**src/rtl/sram_port_arbiter_pkg.sv**
```systemverilog
// sram_port_arbiter_pkg: state encoding and shared constants for the SRAM port arbiter.
package sram_port_arbiter_pkg;
    typedef enum logic [1:0] {
        S_ARB  = 2'd0,
        S_TURN = 2'd1,
        S_INST = 2'd2
    } state_t;
    localparam logic [3:0] SEL_ALL = 4'b1111;
endpackage

```
**src/rtl/sram_port_arbiter.sv**
```systemverilog
// sram_port_arbiter: merges the IF fetch port and MEM data port onto one SRAM port,
// data side first, with a bus-turnaround cycle after every write.
module sram_port_arbiter
    import sram_port_arbiter_pkg::*;
#(
    parameter int ADDR_W  = 32,
    parameter int DATA_W  = 32,
    parameter int WR_TURN = 1,
    parameter int CNT_W   = 16
) (
    input  logic              clk,
    input  logic              rst_n,
    input  logic              if_ce_i,
    input  logic [ADDR_W-1:0] if_addr_i,
    output logic [DATA_W-1:0] if_data_o,
    input  logic              mem_ce_i,
    input  logic              mem_we_i,
    input  logic [3:0]        mem_sel_i,
    input  logic [ADDR_W-1:0] mem_addr_i,
    input  logic [DATA_W-1:0] mem_data_i,
    output logic [DATA_W-1:0] mem_data_o,
    output logic              stall_req_o,
    output logic              ram_ce_o,
    output logic              ram_we_o,
    output logic [3:0]        ram_sel_o,
    output logic [ADDR_W-1:0] ram_addr_o,
    output logic [DATA_W-1:0] ram_wdata_o,
    input  logic [DATA_W-1:0] ram_rdata_i,
    output logic [CNT_W-1:0]  conflict_cnt_o
);
    state_t            state, state_nxt;
    logic [DATA_W-1:0] inst_hold, data_hold;
    logic [CNT_W-1:0]  conflict_cnt;
    logic              pend_data;
    logic              data_gnt, inst_gnt, conflict;

    assign data_gnt = state == S_ARB && mem_ce_i;
    assign inst_gnt = if_ce_i && ((state == S_ARB && !mem_ce_i) || state == S_INST);
    assign conflict = data_gnt && if_ce_i;

    always_ff @(posedge clk) begin
        state <= !rst_n ? S_ARB : state_nxt;
    end

    // The IF request stays asserted through the stall, so it marks an owed fetch in S_TURN.
    always_comb begin
        state_nxt = S_ARB;
        case (state)
            S_ARB:   state_nxt = (data_gnt && mem_we_i && WR_TURN != 0) ? S_TURN :
                                 conflict ? S_INST : S_ARB;
            S_TURN:  state_nxt = if_ce_i ? S_INST : S_ARB;
            default: state_nxt = S_ARB;
        endcase
    end

    always_comb begin
        ram_ce_o       = rst_n && (data_gnt || inst_gnt);
        ram_we_o       = rst_n && data_gnt && mem_we_i;
        ram_sel_o      = !rst_n ? 4'b0 : data_gnt ? mem_sel_i : inst_gnt ? SEL_ALL : 4'b0;
        ram_addr_o     = !rst_n ? '0 : data_gnt ? mem_addr_i : inst_gnt ? if_addr_i : '0;
        ram_wdata_o    = (rst_n && data_gnt && mem_we_i) ? mem_data_i : '0;
        mem_data_o     = !rst_n ? '0 : (data_gnt && !mem_we_i) ? ram_rdata_i : data_hold;
        if_data_o      = !rst_n ? '0 : inst_gnt ? ram_rdata_i : inst_hold;
        stall_req_o    = rst_n && (conflict || (state == S_ARB && pend_data) ||
                         (state == S_TURN && (if_ce_i || mem_ce_i)) ||
                         (state == S_INST && mem_ce_i));
        conflict_cnt_o = rst_n ? conflict_cnt : '0;
    end

    always_ff @(posedge clk) begin
        if (!rst_n) begin
            inst_hold    <= '0;
            data_hold    <= '0;
            conflict_cnt <= '0;
            pend_data    <= 1'b0;
        end else begin
            if (inst_gnt) inst_hold <= ram_rdata_i;
            if (data_gnt && !mem_we_i) data_hold <= ram_rdata_i;
            if (conflict && !(&conflict_cnt)) conflict_cnt <= conflict_cnt + 1'b1;
            pend_data <= state == S_INST && mem_ce_i;
        end
    end
endmodule

```
**config.mk**
```make
export PLATFORM = sky130hd
export DESIGN_NAME = sram_port_arbiter
export DESIGN_NICKNAME = d
export VERILOG_FILES = /design/src/rtl/sram_port_arbiter_pkg.sv /design/src/rtl/sram_port_arbiter.sv
export SDC_FILE = /design/constraint.sdc
export NUM_CORES = 1
export LEC_CHECK = 0
export CAP_MARGIN = 10
export CORE_ASPECT_RATIO = 0.6
export CORE_MARGIN = 4
export CORE_UTILIZATION = 35
export CTS_BUF_LIST = sky130_fd_sc_hd__clkbuf_8
export DETAILED_ROUTE_END_ITERATION = 10
export PLACE_DENSITY_LB_ADDON = 0.3
export SLEW_MARGIN = 40
export SYNTH_ARGS = -nofsm -noshare
export SYNTH_HDL_FRONTEND = slang
export SYNTH_SLANG_ARGS = --single-unit
```
**constraint.sdc**
```tcl
create_clock -name clk -period 4 [get_ports clk]
set_clock_uncertainty 0.2 [all_clocks]
set_input_delay 0.6 -clock clk [delete_from_list [all_inputs] [get_ports clk]]
set_output_delay 0.6 -clock clk [all_outputs]
set_load 0.1 [all_outputs]
```
==> qor.txt, run 1 <==
Status: finished, final reports clean
Sequential share of power: 32.8%
Slew Viols, Final: 0
Core Footprint: 10800 um2
Final setup margin: 334 ps
Clock sink count: 83
Synthesized area: 3950 um2
Grt total ovfl: 0
Maxcap violations: 0
Tmin final: 3670 ps
Synth Warn #: 0
Synth-to-Final Area Change: 114%
Htree depth: 3
Register area share after synthesis: 42.1%
Fin crit share: 91.7%
Post-synth top area share: 42.1%
Netlist cell types: 45
N_diodes: 0
Detail Placement HPWL: 13700 um
Comb pwr share: 41.8%
Commonest non-fill, non-tap cells in the layout: clkdlybuf4s50_1, buf_12, nand2_1
Worst-Margin Slew: 583 ps
Final GP Congestion: 0.828
Cts bufs inserted: 9
Cell area after layout: 8470 um2
Synth Register Bits: 83
Post-synth top area cell: dfxtp_1
Wire per inst: 17.8 um
Total power after layout: 0.00266 W
Largest net degree at the start of global routing: 68
Clock network power share: 25.4%
Final setup viols: 0
Synthesized area per cell: 7.42 um2
Placed cell count: 926
Register area: 1660 um2
Critical path endpoint category: primary output
Initial Utilization: 36.6%
CTS tree: done
DP Area: 8240 um2
Die X: 145 um
Crit path max fanout: 32
Final ANT Viol Nets: 0
Switching Fraction: 38.2%
RSZ-0062 raised after global routing: false
Clk_lat worst skew: 340 ps
Buffers on Ports: 287
Ports: 288
DR vias/cell: 5.18
Crit path kind: input pin to primary output
Nets@finish: 936
Global router's overall resource usage: 24.8%
Worst VDD drop: 0.000212 V
Root buffer cell: clkbuf_8
Die Y: 90.3 um
Power Internal: 0.00164 W
DR pass1 iterations: 6
Post-CTS Resized: 0
TNS Setup: 0 ps
DRC: 0
DRT iter0 DRCs: 274
Element type at the critical path start: input pin
Post-Syn Nets: 670
Post-CTS Setup Bufs: 0
Clock Pin Slew Worst Setup and Hold Paths: 80 ps
Initial antenna violation count: 0
Gate Count Post-Synth: 532
Die ar.: 13100 um2
Fin. Hold Viols: 0
Fillers: 699
Multi-input logic area: 2120 um2
Via count: 4877
Hold Buf Count CTS: 0
Total Wirelength: 16800 um
Longest Clk Path Bufs: 2
Row count: 29
P_sw: 0.00101 W
Power Dens Cells: 314 nW/um2
Leak Pwr: 3.29 nW
Req. time, crit path: 3200 ps
Pre-CTS WS: 358 ps
Fmax: 273 MHz
Tightest Hold Check Type: flip-flop to flip-flop
Layout cells sized above 1: 23.4%
WP data arrival: 2870 ps
Ranking of synthesized cells by area: dfxtp_1, nand2_1, a21oi_1
Rel. slew slack: 60.8%
Final non-filler cell total: 942
First-pass GRT wire length: 26400 um
Vias in the first global route: 4960
[per-stage QoR]
stage | hold WS [ps] | util, %
after floorplan | 289 | -
after global placement | 298 | 76.5
after detailed placement | 308 | 76.5
after CTS | 320 | 78.6
after global routing | 335 | 78.6
final | 320 | 78.6
[registers in the layout, summed over array words and instances, names as in the netlist]
signal and cells:
data_hold 32, inst_hold 32, conflict_cnt 16, state 2, pend_data 1
[path summary, 6_finish.rpt]
path,startpoint,endpoint,slack [ps],cells after the start
worst max-delay path,mem_ce_i,mem_data_o[8],330,7
worst min-delay path,data_hold[15]$_DFF_P_,data_hold[15]$_DFF_P_,320,2
worst max register to register,conflict_cnt[0]$_SDFFE_PN0P_,conflict_cnt[0]$_SDFFE_PN0P_,1710,5
worst min register to register,data_hold[15]$_DFF_P_,data_hold[15]$_DFF_P_,320,2
[power groups by stage]
stage | Clock [W] | Sequential (W) | Combinational, W
3_5_place_dp | 0 | 0.000891 | 0.00111
6_report | 0.000675 | 0.000871 | 0.00111
5_1_grt | 0.000726 | 0.000874 | 0.00115
4_1_cts | 0.000693 | 0.000871 | 0.00112
2_1_floorplan | 0 | 0.000886 | 0.000628
3_3_place_gp | 0 | 0.000888 | 0.00110
[final cells by class]
type | count | area share (%)
clock buffers | 10 | 1.63
flip-flops and latches | 83 | 19.6
well taps | 139 | 2.05
clock inverters | 6 | 1.05
inverters | 3 | 0.148
multi-input cells | 404 | 25.1
repair buffers | 297 | 50.4
[worst max-delay path: stages]
cell	delay, ps
clkdlybuf4s50_1	610
or3b_1	510
nor2_2	120
buf_4	350
nand2_1	110
a21oi_1	310
buf_12	220
[cell usage after synthesis (all sizes together)]
library cell  number
nor2              44
nand3              8
nor3b              1
a41oi              1
clkinv             1
and3               3
o21bai             3
nor3               6
o211ai             1
mux2               4
ha                 1
nand2            136
o21ai             10
nand4bb            1
a211oi             1
dfxtp             83
a31oi              1
a311oi             1
o31ai              4
or3                1
o311a              2
nand4              6
or3b               1
nor4               2
and2              48
nor2b              1
inv                2
and4               3
clkbuf            28
or4                2
nand2b             3
o211a              1
and4b              1
a21oi             69
a22oi             32
buf               14
o21a               5
nor4bb             1
[logic make-up after synthesis]
logic type	Yosys count	share of synthesized area [%]
simple gates	268	31.8
compound gates	131	20.1
flops	83	42.1
buf+inv	45	4.53
mux	4	1.14
fa+ha+maj	1	0.317
[layer usage]
| layer | vias up | global-route usage [%] | part of all wire, % |
|---|---|---|---|
| li1 | 2342 | - | - |
| met1 | 2312 | 27.9 | 38 |
| met2 | 197 | 46.1 | 53 |
| met3 | 26 | 6.57 | 6.7 |
| met4 | 0 | 7.19 | 2.1 |
| met5 | - | 0 | 0 |
Note: power is estimated with default switching activity, not from simulation.
==> inputs of run 2 (changes only) <==
- CTS_BUF_LIST: sky130_fd_sc_hd__clkbuf_8 -> not set
==> qor.txt, run 2 (synthesized netlist as in run 1, its figures left out) <==
Status: finished, final reports clean (unchanged)
Worst path cell trace: clkdlybuf4s50_1 -> or3b_1 -> nor2_2 -> buf_4 -> nand2_1 -> a21oi_1 -> buf_12 (unchanged)
Crit path max fanout: 32 (unchanged)
Worst-Margin Slew: 579 ps (was 583 ps)
Tightest Hold Check Type: flip-flop to flip-flop (unchanged)
Final ANT Viol Nets: 0 (unchanged)
Hold path endpoint: inst_hold[10]$_DFF_P_ (was data_hold[15]$_DFF_P_)
Core Footprint: 10800 um2 (unchanged)
Reg2Reg Launch Point: conflict_cnt[0]$_SDFFE_PN0P_ (unchanged)
Longest Clk Path Bufs: 2 (unchanged)
Final setup viols: 0 (unchanged)
CTS tree: done (unchanged)
Fillers: 686 (was 699)
Layout cells sized above 1: 23.4% (unchanged)
Power Dens Cells: 336 nW/um2 (was 314 nW/um2)
Vias in the first global route: 4980 (was 4960)
Die Y: 90.3 um (unchanged)
Clock sink count: 83 (unchanged)
Crit path kind: input pin to primary output (unchanged)
TNS Setup: 0 ps (unchanged)
Hold Buf Count CTS: 0 (unchanged)
Worst r2r dst: conflict_cnt[0]$_SDFFE_PN0P_ (unchanged)
Rel. slew slack: 61.1% (was 60.8%)
Leak Pwr: 3.33 nW (was 3.29 nW)
Detail Placement HPWL: 13700 um (unchanged)
Register area: 1660 um2 (unchanged)
Post-CTS Resized: 0 (unchanged)
Slowest stage delay, CP: 610 ps (about the same)
Clock Pin Slew Worst Setup and Hold Paths: 60 ps (was 80 ps)
Initial antenna violation count: 0 (unchanged)
Final Core Density: 79.5% (was 78.6%)
Die X: 145 um (unchanged)
Final GP Congestion: 0.828 (unchanged)
N_diodes: 0 (unchanged)
Htree depth: 3 (unchanged)
DR pass1 iterations: 5 (was 6)
DRC: 0 (unchanged)
Nets@finish: 936 (unchanged)
Req. time, crit path: 3200 ps (about the same)
Placed cell count: 926 (unchanged)
Slew Viols, Final: 0 (unchanged)
Clk_lat worst skew: 330 ps (was 340 ps)
Multi-input logic area: 2120 um2 (unchanged)
Grt total ovfl: 0 (unchanged)
Fin crit share: 91.5% (was 91.7%)
Biggest regs: data_hold x32, inst_hold x32, conflict_cnt x16 (unchanged)
Critical Path Start: mem_ce_i (unchanged)
Maxcap violations: 0 (unchanged)
WP data arrival: 2860 ps (was 2870 ps)
Ports: 288 (unchanged)
Row count: 29 (unchanged)
DRT iter0 DRCs: 346 (was 274)
Worst VDD drop: 0.000212 V (about the same)
Tmin final: 3660 ps (was 3670 ps)
Fin. Hold Viols: 0 (unchanged)
Post-CTS Setup Bufs: 0 (unchanged)
Buffers on Ports: 287 (unchanged)
Cts bufs inserted: 9 (unchanged)
Largest net degree at the start of global routing: 68 (unchanged)
R2R setup slack: 1700 ps (was 1710 ps)
DP Area: 8240 um2 (unchanged)
Cell area after layout: 8570 um2 (was 8470 um2)
Die ar.: 13100 um2 (unchanged)
Wire per inst: 17.8 um (about the same)
R2r worst-path depth: 5 (unchanged)
Via count: 4872 (was 4877)
Initial Utilization: 36.6% (unchanged)
Total Wirelength: 16800 um (about the same)
Slowest CP cell: clkdlybuf4s50_1 (unchanged)
DR vias/cell: 5.17 (was 5.18)
Commonest non-fill, non-tap cells in the layout: clkdlybuf4s50_1, buf_12, nand2_1 (unchanged)
First-pass GRT wire length: 26500 um (was 26400 um)
Root buffer cell: clkbuf_16 (was clkbuf_8)
Synth-to-Final Area Change: 117% (was 114%)
Critical path endpoint category: primary output (unchanged)
Final non-filler cell total: 942 (unchanged)
Worst hold stages: 2 (unchanged)
Element type at the critical path start: input pin (unchanged)
Global router's overall resource usage: 24.9% (was 24.8%)
Fmax: 273 MHz (about the same)
RSZ-0062 raised after global routing: false (unchanged)
Hold_sp: inst_hold[10]$_DFF_P_ (was data_hold[15]$_DFF_P_)
==> run 2: cell types whose count changed in the layout (fill, tap and decap cells not counted) <==
| cell | change |
|---|---|
| clkbuf_16 | +9 |
| clkbuf_1 | +1 |
| clkbuf_8 | -9 |
| inv_1 | -1 |
==> run 2: layer usage <==
metal	GRT usage (%)	part of all wire (%)	up-vias
met5	0	0	-
met4	8.93	2.5	0
met3	5.77	6.7	33
met2	45.9	53	214
met1	28.2	38	2283
li1	-	-	2342
==> run 2: metrics by stage <==
| step | setup WS [ps] | power [W] | hold WS, ps |
|---|---|---|---|
| 5_1_grt | 196 | 0.00297 | 331 |
| 4_1_cts | 345 | 0.00291 | 316 |
| 2_1_floorplan | 207 | 0.00151 | 289 |
| 6_report | 339 | 0.00288 | 313 |
| 3_5_place_dp | 358 | 0.00200 | 308 |
| 3_3_place_gp | 458 | 0.00199 | 298 |
==> run 2: area by class of cell <==
cell class,instances,share of cell area [%]
Timing Repair Buffer,297,49.8
Multi-Input combinational cell,404,24.8
Sequential cell,83,19.4
Clock buffer,11,2.83
Tap cell,139,2.03
Clock inverter,5,0.993
Inverter,3,0.146
==> run 2: critical path: cells and delay by family <==
kind	cells	cell delay, ps
AOI/OAI and AO/OA	1	300
buffers and inverters	3	1180
and+or+nand+nor	3	740
==> run 2: where the power goes <==
| part | internal (W) | switching (W) |
|---|---|---|
| sequential | 0.000860 | 0.0000121 |
| clock | 0.000567 | 0.000330 |
| combinational | 0.000413 | 0.000697 |
==> run 2: worst max path at each step <==
stage	to	depth (start not counted)
finish	mem_data_o[26]	7
global route	mem_data_o[6]	7
CTS	mem_data_o[26]	7
detailed placement	mem_data_o[8]	7
global placement	mem_data_o[13]	7
floorplan	if_data_o[23]	5
==> inputs of run 3 (changes only) <==
- SLEW_MARGIN: 40 -> 20
==> results of run 3 <==
The final DEF is identical to that of run 2; final timing and power are the same.
